$ cat src/rtl/mor1kx_traceport_emitter.sv
// Traceport producer: buffers retire events, pairs loads with their late writeback and
// emits them in program order. Optional build macro: MOR1KX_TRACEPORT_SKIP_NOP_EN.
`timescale 1ns/1ps
module mor1kx_traceport_emitter #(
  parameter int unsigned OPTION_OPERAND_WIDTH = 32,
  parameter int unsigned FIFO_DEPTH_LOG2      = 2,
  parameter int unsigned WB_TIMEOUT           = 16
) (
  input  logic                            clk,
  input  logic                            rst,
  input  logic                            retire_valid_i,
  input  logic [OPTION_OPERAND_WIDTH-1:0] retire_pc_i,
  input  logic [OPTION_OPERAND_WIDTH-1:0] retire_insn_i,
  input  logic                            retire_late_wb_i,
  input  logic                            retire_wben_i,
  input  logic [4:0]                      retire_wbreg_i,
  input  logic [OPTION_OPERAND_WIDTH-1:0] retire_wbdata_i,
  input  logic                            late_wb_valid_i,
  input  logic [4:0]                      late_wb_reg_i,
  input  logic [OPTION_OPERAND_WIDTH-1:0] late_wb_data_i,
  output logic                            traceport_exec_valid_o,
  output logic [OPTION_OPERAND_WIDTH-1:0] traceport_exec_pc_o,
  output logic [OPTION_OPERAND_WIDTH-1:0] traceport_exec_insn_o,
  output logic [OPTION_OPERAND_WIDTH-1:0] traceport_exec_wbdata_o,
  output logic [4:0]                      traceport_exec_wbreg_o,
  output logic                            traceport_exec_wben_o,
  output logic                            stall_o,
  output logic                            overflow_o,
  output logic                            timeout_o
);

  localparam int unsigned W      = OPTION_OPERAND_WIDTH;
  localparam int unsigned Aw     = FIFO_DEPTH_LOG2;
  localparam int unsigned Depth  = 1 << FIFO_DEPTH_LOG2;
  localparam int unsigned TimerW = $clog2(WB_TIMEOUT + 1);

  typedef struct packed {
    logic [W-1:0] pc;
    logic [W-1:0] insn;
    logic         late;
    logic         wben;
    logic [4:0]   wbreg;
    logic [W-1:0] wbdata;
  } entry_t;

  typedef enum logic [0:0] {StEmit, StWaitWb} state_e;

  entry_t            fifo_q [Depth];
  logic [Aw-1:0]     wr_ptr_q, rd_ptr_q;
  logic [Aw:0]       count_q;
  logic              overflow_q;
  logic              hold_valid_q;
  logic [4:0]        hold_reg_q;
  logic [W-1:0]      hold_data_q;
  state_e            state_q;
  logic [TimerW-1:0] timer_q;

  logic              exec_valid_q, exec_wben_q, timeout_q;
  logic [W-1:0]      exec_pc_q, exec_insn_q, exec_wbdata_q;
  logic [4:0]        exec_wbreg_q;

  entry_t       head;
  logic         head_present, timer_done, skip, push_req, push_ok;
  logic         pop, consume, consume_live, wait_enter, to_evt;
  logic         wb_en;
  logic [4:0]   wb_reg;
  logic [W-1:0] wb_data;

  assign head         = fifo_q[rd_ptr_q];
  assign head_present = (count_q != '0);
  assign timer_done   = (timer_q == TimerW'(WB_TIMEOUT - 1));

`ifdef MOR1KX_TRACEPORT_SKIP_NOP_EN
  // Only the plain l.nop 0 is dropped; l.nop K carries simulation report/exit codes.
  assign skip = (retire_insn_i == W'(32'h1500_0000));
`else
  assign skip = 1'b0;
`endif

  assign push_req = retire_valid_i && !skip;
  assign push_ok  = push_req && ((count_q != (Aw+1)'(Depth)) || pop);

  // Pop decision and writeback source selection for the head entry.
  always_comb begin
    pop          = 1'b0;
    consume      = 1'b0;
    consume_live = 1'b0;
    wait_enter   = 1'b0;
    to_evt       = 1'b0;
    wb_en        = 1'b0;
    wb_reg       = '0;
    wb_data      = '0;
    unique case (state_q)
      StEmit: begin
        if (head_present) begin
          if (!head.late) begin
            pop     = 1'b1;
            wb_en   = head.wben;
            wb_reg  = head.wbreg;
            wb_data = head.wbdata;
          end else if (hold_valid_q) begin
            pop     = 1'b1;
            consume = 1'b1;
            wb_en   = 1'b1;
            wb_reg  = hold_reg_q;
            wb_data = hold_data_q;
          end else if (late_wb_valid_i) begin
            pop          = 1'b1;
            consume      = 1'b1;
            consume_live = 1'b1;
            wb_en        = 1'b1;
            wb_reg       = late_wb_reg_i;
            wb_data      = late_wb_data_i;
          end else begin
            wait_enter = 1'b1;
          end
        end
      end
      StWaitWb: begin
        if (late_wb_valid_i) begin
          pop          = 1'b1;
          consume      = 1'b1;
          consume_live = 1'b1;
          wb_en        = 1'b1;
          wb_reg       = late_wb_reg_i;
          wb_data      = late_wb_data_i;
        end else if (timer_done) begin
          pop    = 1'b1;
          to_evt = 1'b1;
        end
      end
      default: ;
    endcase
  end

  // Storage needs no reset: pointers and count define what is valid.
  always_ff @(posedge clk) begin
    if (push_ok) begin
      fifo_q[wr_ptr_q] <= '{pc: retire_pc_i, insn: retire_insn_i, late: retire_late_wb_i,
                            wben: retire_wben_i, wbreg: retire_wbreg_i,
                            wbdata: retire_wbdata_i};
    end
  end

  always_ff @(posedge clk) begin
    if (rst) begin
      wr_ptr_q     <= '0;
      rd_ptr_q     <= '0;
      count_q      <= '0;
      overflow_q   <= 1'b0;
      hold_valid_q <= 1'b0;
      hold_reg_q   <= '0;
      hold_data_q  <= '0;
    end else begin
      if (push_ok) wr_ptr_q <= wr_ptr_q + Aw'(1);
      if (pop)     rd_ptr_q <= rd_ptr_q + Aw'(1);
      unique case ({push_ok, pop})
        2'b10:   count_q <= count_q + (Aw+1)'(1);
        2'b01:   count_q <= count_q - (Aw+1)'(1);
        default: ;
      endcase
      if (push_req && !push_ok) overflow_q <= 1'b1;
      if (consume)              hold_valid_q <= late_wb_valid_i && !consume_live;
      else if (late_wb_valid_i) hold_valid_q <= 1'b1;
      if (late_wb_valid_i && !consume_live) begin
        hold_reg_q  <= late_wb_reg_i;
        hold_data_q <= late_wb_data_i;
      end
    end
  end

  always_ff @(posedge clk) begin
    if (rst) begin
      state_q       <= StEmit;
      timer_q       <= '0;
      exec_valid_q  <= 1'b0;
      exec_pc_q     <= '0;
      exec_insn_q   <= '0;
      exec_wbdata_q <= '0;
      exec_wbreg_q  <= '0;
      exec_wben_q   <= 1'b0;
      timeout_q     <= 1'b0;
    end else begin
      exec_valid_q <= pop;
      timeout_q    <= to_evt;
      if (pop) begin
        exec_pc_q     <= head.pc;
        exec_insn_q   <= head.insn;
        exec_wben_q   <= wb_en;
        exec_wbreg_q  <= wb_reg;
        exec_wbdata_q <= wb_data;
      end
      unique case (state_q)
        StEmit: begin
          if (wait_enter) begin
            state_q <= StWaitWb;
            timer_q <= '0;
          end
        end
        StWaitWb: begin
          if (pop) state_q <= StEmit;
          else     timer_q <= timer_q + TimerW'(1);
        end
        default: state_q <= StEmit;
      endcase
    end
  end

  assign traceport_exec_valid_o  = exec_valid_q;
  assign traceport_exec_pc_o     = exec_pc_q;
  assign traceport_exec_insn_o   = exec_insn_q;
  assign traceport_exec_wbdata_o = exec_wbdata_q;
  assign traceport_exec_wbreg_o  = exec_wbreg_q;
  assign traceport_exec_wben_o   = exec_wben_q;
  assign stall_o                 = (count_q >= (Aw+1)'(Depth - 1));
  assign overflow_o              = overflow_q;
  assign timeout_o               = timeout_q;

endmodule

$ cat config.mk
export PLATFORM = sky130hd
export DESIGN_NAME = mor1kx_traceport_emitter
export DESIGN_NICKNAME = d
export VERILOG_FILES = /design/src/rtl/mor1kx_traceport_emitter.sv
export SDC_FILE = /design/constraint.sdc
export NUM_CORES = 1
export LEC_CHECK = 0
export ABC_AREA = 0
export BUFFER_PORTS_ARGS = -buffer_cell sky130_fd_sc_hd__buf_2
export CORE_ASPECT_RATIO = 0.5
export CORE_MARGIN = 1
export CORE_UTILIZATION = 40
export CTS_CLUSTER_SIZE = 14
export DETAILED_ROUTE_END_ITERATION = 7
export GPL_TIMING_DRIVEN = 1
export MAX_ROUTING_LAYER = met4
export SYNTH_ARGS = -nofsm -noshare
export SYNTH_HDL_FRONTEND = slang
export SYNTH_SLANG_ARGS = --single-unit
$ cat constraint.sdc
create_clock -name clk -period 4.8 [get_ports clk]
set_clock_uncertainty 0.2 [all_clocks]
set_input_delay 0.96 -clock clk [delete_from_list [all_inputs] [get_ports clk]]
set_output_delay 0.96 -clock clk [all_outputs]
set_load 0.02 [all_outputs]
==> PnR_summary.wiki <==
{| class="wikitable"
! Metric !! Value
|-
| Kind of start point of the critical path || flop
|-
| Type of the worst min-delay path || flop to flop
|-
| Clock Path Buffers || 3
|-
| Setup TNS || 0 ns
|-
| Area share of the largest cell type after synthesis || 57.3%
|-
| Combined global-route utilization of all metal layers || 18.7%
|-
| CTS Hold Buffers Added || 0
|-
| Routability congestion estimate || around 0.76
|-
| Origin of the critical flop-to-flop path || timer_q[0]
|-
| Share of flip-flops with an asynchronous set or reset || 0%
|-
| Detail-routed via count per cell || around 5.3
|-
| Final slew viol count || 0
|-
| Combined area of all synthesized cells || 0.0216 mm²
|-
| Cell types occupying the most area after synthesis || sky130_fd_sc_hd__edfxtp_1 (57%), sky130_fd_sc_hd__dfxtp_1 (15%), sky130_fd_sc_hd__mux4_2 (11%)
|-
| Global-route wire length before repair || 76000 µm
|-
| Fraction of final layout cells with drive strength greater than 1 || 27.8%
|-
| Clock buffers created by TritonCTS || 52
|-
| WHS || around 0.25 ns
|-
| Maximum VDD drop || a little over 0.4 mV
|-
| Synthesized instance count || 1434
|-
| Reg2reg path depth || 8
|-
| Setup repair bufs after CTS || 0
|-
| WHS Path Cells || 2
|-
| Minimum clock period || approximately 3.4 ns
|-
| Peak fanout along the critical path || 35
|-
| Initial core utilization || 41.1%
|-
| Filler Cell Count || ~4600
|-
| Worst relative slew slack || about a third
|-
| Die width || around 330 µm
|-
| Vias in the first global route || ~13000
|-
| Worst path arrival time || approximately 3.4 ns
|-
| Number of clock sinks || between 500 and 600
|-
| Syn. warnings || 0
|-
| CP endpoint kind || flop
|-
| I/O Pins || 250
|-
| Initial antenna violation count || 10
|-
| Clock transition at the register clock pins on the worst setup and hold paths after CTS || 0.06 ns
|-
| Net total in the final layout || ~1800
|-
| Reg2reg end || fifo_q[2][58]
|-
| Footprint of the multi-input gates || ~0.0056 mm²
|-
| Most frequent cell after synthesis || sky130_fd_sc_hd__edfxtp_1
|-
| HPWL after detailed placement || slightly below 30000 µm
|-
| Core Util, Final || roughly half
|-
| Pin count of the biggest net entering global routing || roughly 110
|-
| Endpoint, Worst Hold || traceport_exec_insn_o[21]
|-
| Slew at the pin closest to its max-slew limit || approximately 1.0 ns
|-
| Number of vias after detailed routing || approximately 13000
|-
| Average cell area after synthesis || 15.1 µm²
|-
| R2R setup slack || approximately 1.4 ns
|-
| Starting DRC count in detailed routing || 1140
|-
| CTS tree || done
|-
| Timing-limited maximum frequency || 0.296 GHz
|-
| Most common flop cell mapped by yosys || sky130_fd_sc_hd__edfxtp_1
|-
| Count of max-cap constraint violations || 0
|-
| Data required time of the critical path || roughly 4.8 ns
|-
| Core region area || 0.0526 mm²
|-
| Setup repair after global routing missed its margin || no
|-
| Post-cts resize count || 0
|-
| Global route total overflow || 0
|-
| Hold_sp || traceport_exec_insn_o[21]
|-
| Port Buffers || 249
|-
| Number of detailed-route iterations in the first pass || 5
|-
| Post-route clock period utilization || between 70% and 80%
|-
| Synthesized flop and latch total || 570
|-
| CTS root buf || sky130_fd_sc_hd__clkbuf_16
|-
| Average wire per standard cell || between 20 and 25 µm
|-
| Number of distinct standard cells referenced by the synthesized netlist || between 40 and 50
|-
| Die Ht || ~170 µm
|-
| PnR Total Power || between 10 and 15 mW
|-
| Outcome || finished clean
|-
| Total area of sequential cells || approximately 0.016 mm²
|-
| Net count after synthesis || 1585
|-
| Total of endpoints with negative setup slack in the final report || 0
|-
| Remaining routing DRC violations || 0
|-
| # H-tree levels || 2
|-
| Cell area power density || between 500 and 600 mW/mm²
|-
| Leak pwr || about 8.7 nW
|-
| Die footprint || about 0.055 mm²
|-
| Core Rows || 59
|-
| Insertion delay of the later-clocked pin in the worst-skew pair || just under 0.6 ns
|-
| Hold Violations, Final || 0
|-
| Launch point of the critical path || timer_q[0]
|-
| Number of synthesized flops with an enable pin || a little over 400
|-
| Number of nets with antenna violations after detailed routing || 0
|-
| Area growth, synth to finish || 17.0%
|-
| Final wirelength || 49900 µm
|-
| Sequential share of the synthesized area || 71.9%
|-
| Top post-synthesis cells by count || sky130_fd_sc_hd__edfxtp_1 (412), sky130_fd_sc_hd__nand2_1 (318), sky130_fd_sc_hd__dfxtp_1 (158)
|-
| CP Class || flop to flop
|-
| Cell taking the most area after synthesis || sky130_fd_sc_hd__edfxtp_1
|}
per-layer routing:
metal / track usage [%] / wire (µm)
met5: - / 0
met4: 4.97 / 930
met3: 3.73 / 2420
met2: 31.7 / 26200
met1: 22.6 / 20400
per-stage QoR:
stage / worst slack, ns / std cells / area, µm²
5_1_grt: 1.15 / 2417 / 25300
6_report: 1.43 / 2417 / 25300
3_3_place_gp: 1.07 / 2310 / 23600
3_5_place_dp: 0.982 / 2310 / 23600
2_1_floorplan: 0.998 / 1434 / 21600
4_1_cts: 1.40 / 2407 / 25300
layout by cell type (no fill, tap or decap), types with 6 or more instances in the layout:
master	n
sky130_fd_sc_hd__dfxtp_1	155
sky130_fd_sc_hd__inv_1	11
sky130_fd_sc_hd__buf_12	6
sky130_fd_sc_hd__edfxtp_1	412
sky130_fd_sc_hd__clkinv_2	10
sky130_fd_sc_hd__nand3_1	39
sky130_fd_sc_hd__ha_1	6
sky130_fd_sc_hd__nor2_1	10
sky130_fd_sc_hd__mux4_2	102
sky130_fd_sc_hd__clkbuf_16	52
sky130_fd_sc_hd__clkbuf_8	8
sky130_fd_sc_hd__diode_2	10
sky130_fd_sc_hd__buf_2	248
sky130_fd_sc_hd__a32oi_1	37
sky130_fd_sc_hd__a21oi_1	111
sky130_fd_sc_hd__o21ai_0	42
sky130_fd_sc_hd__a31oi_1	37
sky130_fd_sc_hd__nand2_1	318
sky130_fd_sc_hd__clkbuf_1	19
sky130_fd_sc_hd__buf_4	21
critical path, stage by stage (launching register included):
cell and delay, ns:
sky130_fd_sc_hd__dfxtp_1 0.36, sky130_fd_sc_hd__ha_1 0.17, sky130_fd_sc_hd__and3_1 0.16, sky130_fd_sc_hd__ha_1 0.18
sky130_fd_sc_hd__or3b_1 0.30, sky130_fd_sc_hd__o21ai_0 0.14, sky130_fd_sc_hd__a21oi_1 0.43, sky130_fd_sc_hd__and2_4 0.66
sky130_fd_sc_hd__buf_4 0.42
registers in the layout (all words and copies together) (netlist names), named ones only:
register                 flops
wr_ptr_q                     2
traceport_exec_wbdata_o     32
rd_ptr_q                     2
traceport_exec_wbreg_o       5
traceport_exec_valid_o       1
count_q                      3
traceport_exec_insn_o       32
timer_q                      5
hold_reg_q                   5
traceport_exec_pc_o         32
overflow_o                   1
hold_valid_q                 1
timeout_o                    1
state_q                      1
fifo_q                     412
traceport_exec_wben_o        1
hold_data_q                 32
worst max-delay path by stage:
stage / slack [ns] / cells past startpoint / to
final: 1.43 / 8 / fifo_q[2][58]
after global routing: 1.15 / 8 / fifo_q[2][77]
after CTS: 1.40 / 8 / fifo_q[2][55]
after detailed placement: 0.98 / 6 / fifo_q[2][73]
after global placement: 1.07 / 6 / fifo_q[2][62]
after floorplan: 1.0 / 5 / fifo_q[0][0]
cell type report:
type	count	share of cell area, %
flip-flops and latches	570	61.5
repair buffers	276	6.05
multi-input cells	752	22.2
inverters	11	0.163
clock buffers	79	5.86
diodes	10	0.0990
clock inverters	18	0.678
well taps	701	3.47
where the power goes:
group          internal [mW]  switching [mW]  total [mW]
Combinational           1.45            2.62        4.07
Clock                   2.25            1.79        4.05
Sequential              6.06           0.421        6.48
Total                   9.76            4.84        14.6
kinds of logic after synthesis:
group / after synthesis / share of synthesized area, %
buf+inv: 112 / 2.28
fa+ha+maj: 7 / 0.440
mux: 109 / 11.1
compound gates: 243 / 6.90
xor+xnor: 3 / 0.122
simple gates: 390 / 7.30
flops: 570 / 71.9
Power figures use the tool's default switching activity.
